==> src/rtl/reg_dump_reader_pkg.sv <==
// -----------------------------------------------------------------------------
// reg_dump_reader_pkg
// Shared definitions for the register-file dump engine. It holds the register
// file geometry, the width of the emitted index, the index used for the
// checksum word, and the FSM state encoding.
// -----------------------------------------------------------------------------
package reg_dump_reader_pkg;

    localparam int NUM_REGS   = 32;
    localparam int DATA_W     = 64;
    localparam int IDX_W      = 5;
    localparam int DUMP_IDX_W = IDX_W + 1;

    // The last register index scanned, in RA width.
    localparam logic [IDX_W-1:0] LAST_IDX = IDX_W'(NUM_REGS - 1);

    // The checksum word is tagged one past the last register. This is the
    // only use of the extra DumpIdx bit.
    localparam logic [DUMP_IDX_W-1:0] CHECKSUM_IDX = DUMP_IDX_W'(NUM_REGS);

    typedef enum logic [2:0] {
        ST_IDLE     = 3'd0,
        ST_CAPTURE  = 3'd1,
        ST_SEND     = 3'd2,
        ST_CHECKSUM = 3'd3,
        ST_FINISH   = 3'd4
    } state_e;

    // Widen a register pointer to a dump index. The MSB is always 0 for
    // real registers.
    function automatic logic [DUMP_IDX_W-1:0] reg_idx(input logic [IDX_W-1:0] ptr);
        return {1'b0, ptr};
    endfunction

endpackage

==> src/rtl/reg_dump_reader_out_stage.sv <==
// -----------------------------------------------------------------------------
// dump_out_stage
// This is the output register of the dump engine on the valid/ready side.
// load_i captures a (data, index) pair and raises valid. The pair then stays
// constant until the sink accepts it. On the handshake, valid drops and the
// data and index hold their last value.
//
// Ports
//   clk_i    in   clock, rising edge
//   rst_ni   in   synchronous active-low reset
//   load_i   in   capture data_i/idx_i and assert valid
//   data_i   in   word to present
//   idx_i    in   index of the word
//   ready_i  in   sink ready
//   data_o   out  held word
//   idx_o    out  held index
//   valid_o  out  word valid
//   hs_o     out  handshake this cycle (valid_o & ready_i)
// -----------------------------------------------------------------------------
module dump_out_stage
    import reg_dump_reader_pkg::*;
(
    input  logic                  clk_i,
    input  logic                  rst_ni,
    input  logic                  load_i,
    input  logic [DATA_W-1:0]     data_i,
    input  logic [DUMP_IDX_W-1:0] idx_i,
    input  logic                  ready_i,
    output logic [DATA_W-1:0]     data_o,
    output logic [DUMP_IDX_W-1:0] idx_o,
    output logic                  valid_o,
    output logic                  hs_o
);

    logic [DATA_W-1:0]     data_q, data_d;
    logic [DUMP_IDX_W-1:0] idx_q,  idx_d;
    logic                  valid_q, valid_d;

    always_comb begin
        data_d  = data_q;
        idx_d   = idx_q;
        valid_d = valid_q;
        if (load_i) begin
            data_d  = data_i;
            idx_d   = idx_i;
            valid_d = 1'b1;
        end else if (valid_q && ready_i) begin
            valid_d = 1'b0;
        end
    end

    always_ff @(posedge clk_i) begin
        if (!rst_ni) begin
            data_q  <= '0;
            idx_q   <= '0;
            valid_q <= 1'b0;
        end else begin
            data_q  <= data_d;
            idx_q   <= idx_d;
            valid_q <= valid_d;
        end
    end

    assign data_o  = data_q;
    assign idx_o   = idx_q;
    assign valid_o = valid_q;
    assign hs_o    = valid_q & ready_i;

endmodule

==> src/rtl/reg_dump_reader.sv <==
// -----------------------------------------------------------------------------
// reg_dump_reader
// This is the read-only dump engine for the register file. A Start pulse walks
// RA over indices 0..NUM_REGS-1. On each CAPTURE edge it samples BusA and
// streams (index, data) words out through a valid/ready stage. The engine never
// drives the write side, so the datapath can keep writing on the falling edge
// while a dump runs. Each word shows the register as it was at that word's
// own capture edge.
//
// Optional feature (macro DUMP_CHECKSUM_EN): after the last register, the
// engine emits one extra word. Its index is NUM_REGS and its data is the XOR of
// every register word emitted in this dump. The accumulator clears on Start.
//
// Ports
//   Clk        in   clock, rising edge
//   Resetn     in   synchronous active-low reset; aborts a dump without Done
//   Start      in   one-cycle dump request, ignored unless idle
//   RA         out  register-file read select
//   BusA       in   combinational read data for RA
//   DumpData   out  emitted word
//   DumpIdx    out  index of DumpData (MSB set only for the checksum word)
//   DumpValid  out  DumpData/DumpIdx valid
//   DumpReady  in   sink ready
//   Busy       out  dump in progress
//   Done       out  one-cycle pulse after the final word is accepted
// -----------------------------------------------------------------------------
// state    | meaning
// ---------+-------------------------------------------------------------------
// IDLE     | waiting for Start, RA parked at 0
// CAPTURE  | RA = ptr; BusA is loaded into the output stage on this edge
// SEND     | word presented, waiting for DumpReady
// CHECKSUM | load the XOR accumulator as the final word (macro build only)
// FINISH   | raise Done, drop Busy, return to IDLE
// -----------------------------------------------------------------------------
module reg_dump_reader
    import reg_dump_reader_pkg::*;
(
    input  logic                  Clk,
    input  logic                  Resetn,
    input  logic                  Start,
    output logic [IDX_W-1:0]      RA,
    input  logic [DATA_W-1:0]     BusA,
    output logic [DATA_W-1:0]     DumpData,
    output logic [DUMP_IDX_W-1:0] DumpIdx,
    output logic                  DumpValid,
    input  logic                  DumpReady,
    output logic                  Busy,
    output logic                  Done
);

    state_e            state_q, state_d;
    logic [IDX_W-1:0]  ptr_q,   ptr_d;
    logic              busy_q,  busy_d;
    logic              done_q,  done_d;

    logic                  load;
    logic [DATA_W-1:0]     load_data;
    logic [DUMP_IDX_W-1:0] load_idx;
    logic                  hs;

`ifdef DUMP_CHECKSUM_EN
    logic [DATA_W-1:0] acc_q, acc_d;
    // Set once the checksum word is loaded. The next handshake in SEND then
    // ends the dump instead of advancing the pointer.
    logic              chk_q, chk_d;
`endif

    always_comb begin
        state_d   = state_q;
        ptr_d     = ptr_q;
        busy_d    = busy_q;
        done_d    = 1'b0;
        load      = 1'b0;
        load_data = BusA;
        load_idx  = reg_idx(ptr_q);
`ifdef DUMP_CHECKSUM_EN
        acc_d     = acc_q;
        chk_d     = chk_q;
`endif

        case (state_q)
            ST_IDLE: begin
                if (Start) begin
                    state_d = ST_CAPTURE;
                    ptr_d   = '0;
                    busy_d  = 1'b1;
`ifdef DUMP_CHECKSUM_EN
                    acc_d   = '0;
                    chk_d   = 1'b0;
`endif
                end
            end

            ST_CAPTURE: begin
                load    = 1'b1;
                state_d = ST_SEND;
`ifdef DUMP_CHECKSUM_EN
                acc_d   = acc_q ^ BusA;
`endif
            end

            ST_SEND: begin
                if (hs) begin
`ifdef DUMP_CHECKSUM_EN
                    if (chk_q) begin
                        state_d = ST_FINISH;
                    end else if (ptr_q == LAST_IDX) begin
                        state_d = ST_CHECKSUM;
                    end else begin
                        ptr_d   = ptr_q + IDX_W'(1);
                        state_d = ST_CAPTURE;
                    end
`else
                    if (ptr_q == LAST_IDX) begin
                        state_d = ST_FINISH;
                    end else begin
                        ptr_d   = ptr_q + IDX_W'(1);
                        state_d = ST_CAPTURE;
                    end
`endif
                end
            end

`ifdef DUMP_CHECKSUM_EN
            ST_CHECKSUM: begin
                load      = 1'b1;
                load_data = acc_q;
                load_idx  = CHECKSUM_IDX;
                chk_d     = 1'b1;
                state_d   = ST_SEND;
            end
`endif

            ST_FINISH: begin
                // Done and Busy are registered, so the falling Busy and the
                // rising Done show up on the same edge.
                done_d  = 1'b1;
                busy_d  = 1'b0;
                state_d = ST_IDLE;
            end

            default: begin
                state_d = ST_IDLE;
                busy_d  = 1'b0;
            end
        endcase
    end

    always_ff @(posedge Clk) begin
        if (!Resetn) begin
            state_q <= ST_IDLE;
            ptr_q   <= '0;
            busy_q  <= 1'b0;
            done_q  <= 1'b0;
        end else begin
            state_q <= state_d;
            ptr_q   <= ptr_d;
            busy_q  <= busy_d;
            done_q  <= done_d;
        end
    end

`ifdef DUMP_CHECKSUM_EN
    always_ff @(posedge Clk) begin
        if (!Resetn) begin
            acc_q <= '0;
            chk_q <= 1'b0;
        end else begin
            acc_q <= acc_d;
            chk_q <= chk_d;
        end
    end
`endif

    dump_out_stage u_out (
        .clk_i   (Clk),
        .rst_ni  (Resetn),
        .load_i  (load),
        .data_i  (load_data),
        .idx_i   (load_idx),
        .ready_i (DumpReady),
        .data_o  (DumpData),
        .idx_o   (DumpIdx),
        .valid_o (DumpValid),
        .hs_o    (hs)
    );

    // RA is parked at 0 when idle. The pointer keeps its last value after a
    // dump, so it is masked here.
    assign RA   = (state_q == ST_IDLE) ? '0 : ptr_q;
    assign Busy = busy_q;
    assign Done = done_q;

endmodule

==> config.mk <==
export PLATFORM = sky130hd
export DESIGN_NAME = reg_dump_reader
export DESIGN_NICKNAME = d
export VERILOG_FILES = /design/src/rtl/reg_dump_reader_pkg.sv /design/src/rtl/reg_dump_reader_out_stage.sv /design/src/rtl/reg_dump_reader.sv
export SDC_FILE = /design/constraint.sdc
export NUM_CORES = 1
export LEC_CHECK = 0
export CORE_UTILIZATION = 41
export DETAILED_ROUTE_END_ITERATION = 12
export HOLD_SLACK_MARGIN = 0.08
export PLACE_DENSITY = 0.89
export REMOVE_ABC_BUFFERS = 1
export SYNTH_ARGS = -nofsm -noshare
export SYNTH_HDL_FRONTEND = slang
export SYNTH_SLANG_ARGS = --single-unit
==> constraint.sdc <==
create_clock -name Clk -period 2 [get_ports Clk]
set_input_delay 0.4 -clock Clk [delete_from_list [all_inputs] [get_ports Clk]]
set_output_delay 0.4 -clock Clk [all_outputs]
set_load 0.02 [all_outputs]
Word level (Yosys, flattened, before mapping):

Cells that the tools add are included.

* add/sub/neg operators: 1
* mux-type cells: 15
* reduce and logical (&&, ||, !) cells: 8
* div/mod/pow operators: 0
* bitwise logic cells: 2
* shift-type cells: 0
* equality and inequality tests: 7
* multiply operators: 0
* order comparisons: 0

Operators by type and width (number)
* 5-bit 2-to-1 mux: 4
* 5-bit one-hot mux with 2 select lines: 1
* 3-bit 2-to-1 mux: 3
* 3-bit one-hot mux with 3 select lines: 1
* 2-bit != test (second input constant): 3
* 5-bit by 1-bit adder with 5-bit output (second input constant): 1
* 5-bit equality test (second input constant): 1
* 1-bit 2-to-1 mux: 5
* 2-bit AND reduction: 2
* 4-bit AND reduction: 1
* 2-bit nonzero test: 2
* 3-bit by 1-bit equality test with 1-bit output (second input constant): 1
* 3-bit by 2-bit equality test with 1-bit output (second input constant): 1
* 3-bit equality test (second input constant): 1
* 3-bit zero test: 1
* 1-bit one-hot mux with 2 select lines: 1
* 2-bit OR reduction: 1
* 1-bit AND: 1
* 1-bit logical AND: 1
* 1-bit NOT: 1

* bits in latches: 0
* register bits: 80
* word-level logic and storage cells: 40
* bits in writable memories: 0
* memories: 0
* bits in read-only memories: 0

Depth between registers and ports, before layout:

Gate-level depths: netlist (run 1).

* depth after elaboration: 4
* depth in mapped cells: 6

Cells and area by module:

From an unflattened synthesis (run 1), not the netlist that was laid out.

* cell total of the unflattened synthesis: 294
* area total of the unflattened synthesis: 3261.9 µm²

By module, submodules not included
* dump_out_stage: times used 1, area an instance 2722.6 µm², cells each 229, seq. area each 1421.4 µm²
* reg_dump_reader: times used 1, area an instance 539.3 µm², cells each 65, seq. area each 200.2 µm²

Least setup slack after synthesis (run 1):

No wires, ideal clock.

* path kind: reg2reg
* start point: reg ptr_q[0]
* end point: reg ptr_q[1]
* library setup time: 0.072 ns
* path slack: 0.291 ns
* data arrival time: 1.637 ns
* cell stages (with the launch flop): 7
* data required time: 1.928 ns
* period minus slack after synthesis: 1.709 ns
* cell sequence: dfxtp_1 > ha_1 > and3_1 > ha_1 > nand4b_1 > a211oi_2 > mux2i_1

* cells in the longest elaborated chain, start to end: 4
* elaborated cells between the ends (all ways): 7
* classes of those cells: 1 x add/sub; 2 x eq/ne; 3 x mux; 1 x reduce/logical

RTL lines
* start, declared: line reg_dump_reader.sv:52 `logic [IDX_W-1:0] ptr_q, ptr_d;`
* start signal, assigned: line reg_dump_reader.sv:157 `ptr_q <= ptr_d;`
* 5-bit by 1-bit adder with 5-bit output: line reg_dump_reader.sv:117 `ptr_d = ptr_q + IDX_W'(1);`
* 5-bit 2-to-1 mux: line reg_dump_reader.sv:114 `if (ptr_q == LAST_IDX) begin`
* 5-bit 2-to-1 mux: line reg_dump_reader.sv:103 `if (hs) begin`
* 5-bit one-hot mux with 2 select lines: line reg_dump_reader.sv:81 `case (state_q)`

Parallel ways exist; a longest one is shown, timed or not. The select of a mux whose other input is x is not followed.
A chain may end at the register's enable or synchronous reset.

Worst setup path in the final report (run 1):

Ends and elaborated chain as after synthesis.

==> results.py, run 1 <==
metrics = {
    "timing": {
        "fin_crit_sh": 0.944,
        "drv_slew": 0,
        "hold_viol": 0,
        "setup_viol_count_final": 0,
        "fin_crit_ps": 1890,
        "finalClockSkew_ps": 7.72,
        "fmax_mhz": 530,
    },
    "place": {
        "port_buffers": 144,
        "gp_routability_congestion": 0.855,
        "place_hpwl_mm": 5.51,
        "placed_area_um2": 4640,
    },
    "finish": {
        "final_area_um2": 4900,
        "fin_util": 0.664,
        "fill_cells": 621,
        "multi_input_area_um2": 1400,
        "area_growth_pct": 53.7,
        "drive_above_1_share": 0.0630,
        "antenna_cells": 0,
        "nNetsFinal": 574,
        "layout.area.seq_um2": 1600,
    },
    "routing": {
        "wl_met2_mm": 3.77,
        "firstDrtPassIters": 4,
        "drt_drc_violations_left": 0,
        "met3_length_um": 453,
        "first_iter_violations": 68,
        "wl_per_cell_um": 12.9,
        "met1Wirelength_mm": 3.44,
        "viasPerCell": 4.80,
        "antenna_left": 0,
        "num_vias": 2913,
        "drt-total-wl_mm": 7.85,
        "highest_layer": "met4",
    },
    "critical_path": {
        "slowest_delay_ps": 350,
        "critPathTopFamily": "adder cells",
        "critPathBufInv": 1,
        "ff2ff_path_depth": 7,
        "crit_type": "reg2reg",
        "rr_endpoint": "ptr_q[1]",
        "crit_chain": "ha_1 > and3_1 > ha_1 > nand4b_1 > a211oi_4 > buf_6 > mux2i_1",
        "reg2reg_from": "ptr_q[0]",
        "endpoint_kind": "flop",
        "crit_slowest_cell": "dfxtp_2",
        "crit_arrival_ps": 2140,
        "worstPathMaxFanout": 6,
        "reg2reg_setup_slack_ps": 110,
        "crit_path_start_kind": "flop",
        "cp_common_cell": "ha_1",
        "required_ps": 2250,
    },
    "power": {
        "p_per_area_nw_per_um2": 758,
        "p_leak_uw": 0.00178,
        "irDropWorstVdd_mv": 0.450,
    },
    "flow_run": {
        "maxCapViolations": 0,
    },
    "floorplan": {
        "fp.dieH_um": 90.1,
        "initial_core_util": 0.432,
        "placementRows": 31,
        "die_w_um": 90.1,
        "coreArea_um2": 7370,
        "die_area_um2": 8130,
        "io_pins": 146,
    },
    "yosys": {
        "syn_area_um2": 3190,
        "postSynth.asyncResetShare": 0,
        "synth.top_cell.area_share": 0.503,
        "synth-seq-area-share": 0.503,
        "ys_seq_elements": 80,
        "synth_edf_count": 0,
        "syn_area_per_cell_um2": 8.75,
        "synth_cell_types": 30,
        "synthTopCellsByCount": "nand2_1 (148), dfxtp_1 (80), a21boi_0 (37)",
        "yosys_most_used_dff": "dfxtp_1",
        "synth_cells": 364,
        "yosysMostFrequentCell": "nand2_1",
        "yosys_warnings": 0,
        "netlist_top_cells_area": "dfxtp_1 (50%), nand2_1 (17%), a21boi_0 (8.7%)",
        "synth_largest_area_cell": "dfxtp_1",
    },
    "global_routing": {
        "antenna_found_initial": 0,
        "grt_pass1_vias": 2865,
        "grt.overflow.total": 0,
        "grt_start_max_net_pins": 58,
        "grt_usage": 0.194,
        "grt_pass1_wl_mm": 13.0,
    },
    "clocking": {
        "clk_latency_ps": 330,
        "cts-root-buf": "clkbuf_8",
        "cts_tree": "built",
        "cts.reportedPaths.clkPinSlew_ps": 80,
        "cts_buffer_depth": 2,
        "cts.sinks": 80,
        "postCtsHoldBufs": 0,
        "cts_inserted_buffers": 9,
        "cts_max_level": 3,
    },
    "hold_path": {
        "min_from": "Resetn",
        "hold_class": "in2reg",
        "hold_path_end": "u_out.idx_o[2]",
        "min_path_cells": 2,
    },
    "outcome": {
        "status": "finished clean",
    },
}
-- stage by stage --
stage / hold slack (ps) / total power, uW / instances / TNS (ps) / setup slack, ps
detailed placement: 445 / 2350 / 591 / 0 / 70.7
floorplan: 455 / 1980 / 337 / -8730 / -131
finish: 425 / 3710 / 607 / 0 / 112
CTS: 401 / 3750 / 606 / 0 / 6.47
global placement: 440 / 2330 / 591 / 0 / 170
global route: 408 / 3870 / 607 / -20.8 / -20.8
-- flip-flops by register name (all words and copies together), names as in the netlist --
signal,flops
Done,1
u_out.data_o,64
state_q,3
u_out.valid_o,1
u_out.idx_o,5
ptr_q,5
Busy,1
-- report_power, final --
group | total [uW] | internal [uW] | switching (uW)
logic | 611 | 325 | 286
registers | 1700 | 1670 | 36.8
clock network | 1400 | 859 | 541
total | 3710 | 2850 | 863
-- logic make-up (layout without fill, tap and decap cells) --
kind of cell | count (synthesis) | count (layout) | synth area share
compound gates | 76 | 76 | 0.179
simple gates | 176 | 176 | 0.240
fa+ha+maj | 2 | 2 | 0.00785
other cells | 1 | 1 | 0.00118
mux | 2 | 2 | 0.00628
buf+inv | 27 | 171 | 0.0625
flops | 80 | 80 | 0.503
-- metal layers --
layer  vias up  track usage
li1       1463            -
met1      1321        0.226
met2       109        0.344
met3        20       0.0415
met4         0       0.0833
met5         -            0
-- how the worst max path moves through the flow --
| stage | startpoint | to | slack (ps) | depth (start not counted) |
|---|---|---|---|---|
| finish | ptr_q[0] | ptr_q[1] | 110 | 7 |
| global route | ptr_q[0] | ptr_q[1] | -20 | 7 |
| CTS | ptr_q[0] | ptr_q[1] | 6 | 6 |
| detailed placement | ptr_q[0] | ptr_q[1] | 70 | 6 |
| global placement | ptr_q[0] | ptr_q[0] | 170 | 6 |
| floorplan | state_q[0] | u_out.data_o[0] | -130 | 3 |
-- area by class of cell --
class,count,area share
Timing Repair Buffer,156,0.314
Sequential cell,80,0.327
Clock inverter,3,0.0184
Multi-Input combinational cell,257,0.285
Clock buffer,12,0.0296
Tap cell,99,0.0253
-- repair_timing --
| item | CTS | global route |
|---|---|---|
| buffers inserted | 0 | 1 |
| pin swaps | 0 | 1 |
| gates resized for setup | 6 | 3 |
| endpoints found under the setup margin | 5 | 6 |
-- placed cells by master, fill, tap and decap left out, types with 2 or more instances in the layout --
| cell type | synthesis | layout |
|---|---|---|
| nand2b_1 | 4 | 4 |
| ha_1 | 2 | 2 |
| clkbuf_8 | 0 | 10 |
| a21boi_1 | 33 | 33 |
| nand3b_1 | 2 | 2 |
| mux2i_1 | 2 | 2 |
| buf_4 | 7 | 10 |
| dfxtp_1 | 80 | 79 |
| and3_1 | 3 | 3 |
| nand2_1 | 148 | 148 |
| a21boi_0 | 37 | 37 |
| nor2b_1 | 5 | 5 |
| bufinv_16 | 0 | 3 |
| nor2_1 | 2 | 2 |
| nand4b_1 | 4 | 4 |
| o211ai_1 | 2 | 2 |
| dlygate4sd2_1 | 0 | 5 |
| clkdlybuf4s50_1 | 0 | 138 |
| clkbuf_1 | 8 | 2 |
(Power assumes the default switching activity.)
==> run 2, diff against run 1 <==
Settings changed: ABC_AREA set to 1, CORE_UTILIZATION 41 to 40.
==> run 2 against run 1 <==
Compared with the run above: critical path type is now reg2out; setup slack improved by 86 ps; sequential share of layout area is 2.0 points higher; maximum frequency increased by 4.8%; synthesized cell count is 4.1% higher; via count is 0.41% lower; die area down 3.7%; utilization decreased by 2.9 points; largest power group unchanged; non-clock buffer count decreased by 5; worst hold slack better by 56 ps; critical endpoint is now RA[2].
==> results.py, run 2 <==
metrics = {
    "yosys": {
        "syn_area_um2": 2990,
        "synth-xor-area-share": 0,
        "synth_edf_count": 0,
        "synth_top_family_by_area": "simple AND/OR/NAND/NOR gates",
        "yosysMostFrequentCell": "nor2_1",
        "synth-simple-area-share": 0.240,
        "synthMuxAreaShare": 0,
        "synth_compound_area_frac": 0.139,
        "syn_area_per_cell_um2": 7.89,
        "synth-seq-area-share": 0.536,
        "netlist_top_cells_area": "dfxtp_1 (54%), nor2_1 (16%), o21ai_0 (11%)",
        "synth_largest_area_cell": "dfxtp_1",
        "yosys.area_share.adder": 0.00837,
        "synth_cells": 379,
        "postSynth.asyncResetShare": 0,
        "synth_cell_types": 21,
        "yosys_warnings": 0,
        "ys_seq_elements": 80,
        "synthTopCellsByCount": "nor2_1 (131), dfxtp_1 (80), o21ai_0 (65)",
        "yosys_most_used_dff": "dfxtp_1",
        "synth.top_cell.area_share": 0.536,
    },
    "floorplan": {
        "coreArea_um2": 7250,
        "fp.dieH_um": 88.5,
        "io_pins": 146,
        "die_w_um": 88.5,
        "placementRows": 31,
        "initial_core_util": 0.412,
        "die_area_um2": 7830,
    },
    "critical_path": {
        "crit_type": "reg2out",
        "crit_arrival_ps": 1400,
        "required_ps": 1600,
        "crit_path_start_kind": "flop",
        "ff2ff_path_depth": 10,
        "worstPathMaxFanout": 6,
        "endpoint_kind": "output pin",
        "reg2reg_setup_slack_ps": 380,
    },
    "clocking": {
        "postCtsHoldBufs": 0,
        "cts_resized": 5,
        "cts_tree": "built",
        "cts_buffer_depth": 2,
        "cts.reportedPaths.clkPinSlew_ps": 70,
        "cts.sinks": 80,
        "cts_max_level": 3,
        "post-cts-setup-buffers": 0,
        "cts-root-buf": "clkbuf_8",
        "clk_latency_ps": 330,
        "cts_inserted_buffers": 9,
    },
    "hold_path": {
        "hold_class": "in2reg",
        "min_path_cells": 3,
    },
    "routing": {
        "viasPerCell": 4.68,
        "num_vias": 2901,
        "wl_per_cell_um": 12.4,
        "antenna_left": 0,
        "first_iter_violations": 113,
        "drt_drc_violations_left": 0,
        "firstDrtPassIters": 4,
        "drt-total-wl_mm": 7.67,
    },
    "timing": {
        "setup_viol_count_final": 0,
        "fmax_mhz": 555,
        "drv_slew": 0,
        "slew-limit-headroom": 0.596,
        "finalClockSkew_ps": 7.99,
        "worstMarginPinSlew_ps": 606,
        "hold_viol": 0,
        "fin_crit_ps": 1800,
        "rsz0062_at_grt": "false",
        "finalWorstSetupSlack_ps": 198,
        "fin_crit_sh": 0.901,
    },
    "finish": {
        "layout.cells.most_common": "clkdlybuf4s50_1",
        "final_area_um2": 4610,
        "drive_above_1_share": 0.0691,
        "largest_reg_flops": 64,
        "fill_cells": 621,
        "stdcell_count": 620,
        "fin_util": 0.635,
        "area_growth_pct": 54.1,
        "antenna_cells": 0,
        "layout_common_cells": "clkdlybuf4s50_1 (138), nor2_1 (131), dfxtp_1 (80), o21ai_0 (65), nand2_1 (21)",
        "nNetsFinal": 587,
    },
    "global_routing": {
        "grt_pass1_vias": 2599,
        "antenna_found_initial": 0,
        "grt_usage": 0.190,
        "grt_pass1_wl_mm": 11.6,
        "grt_start_max_net_pins": 68,
        "grt.overflow.total": 0,
    },
    "place": {
        "placed_area_um2": 4440,
        "dpl.cell_count": 605,
        "dp_slack_ps": 281,
        "port_buffers": 144,
        "gp_routability_congestion": 0.827,
        "place_hpwl_mm": 5.45,
    },
    "power": {
        "p_per_area_nw_per_um2": 959,
        "irDropWorstVdd_mv": 0.648,
        "fin_total_pwr_uw": 4420,
        "p_leak_uw": 0.00180,
    },
    "outcome": {
        "status": "finished clean",
    },
    "flow_run": {
        "maxCapViolations": 0,
    },
}
[run 2: through the flow]
stage | setup TNS [ps] | hold slack (ps)
2_1_floorplan | -42.8 | 459
3_3_place_gp | 0 | 452
3_5_place_dp | 0 | 471
4_1_cts | 0 | 460
5_1_grt | 0 | 479
6_report | 0 | 481
[run 2: cell type report]
class | count | area, um^2 | share of cell area
clock buffer | 12 | 155 | 0.0337
tap | 99 | 124 | 0.0269
inverter | 14 | 52.6 | 0.0114
timing repair buffer | 151 | 1500 | 0.325
clock inverter | 3 | 17.5 | 0.00380
multi-input combinational | 261 | 1160 | 0.252
sequential | 80 | 1600 | 0.348
[run 2: report_power, final]
part           internal, uW  total [uW]  switching [uW]
Clock                   508        1030             524
Combinational           667        1440             772
Sequential             1820        1950             124
Total                  3000        4420            1420
[run 2: layer usage]
| layer | share of wire | track usage |
|---|---|---|
| met1 | 0.40 | 0.206 |
| met2 | 0.52 | 0.357 |
| met3 | 0.070 | 0.0485 |
| met4 | 0.0047 | 0.0630 |
| met5 | 0 | 0 |
[run 2: worst paths after layout]
kind,startpoint,endpoint
max,state_q[1],RA[2]
min,Resetn,ptr_q[3]
max reg2reg,ptr_q[0],ptr_q[1]
min reg2reg,u_out.data_o[37],u_out.data_o[37]
[run 2: worst max-delay path: stages, from the launching register on]
cell	delay (ps)
dfxtp_1	430
nor3_1	80
buf_4	150
nor2_1	80
dlygate4sd2_1	330
[run 2: kinds of logic (layout without fill, tap and decap cells)]
family,after synthesis,count (layout)
compound gates,83,83
fa+ha+maj,2,2
buf+inv,38,180
flops,80,80
other cells,1,1
simple gates,175,175
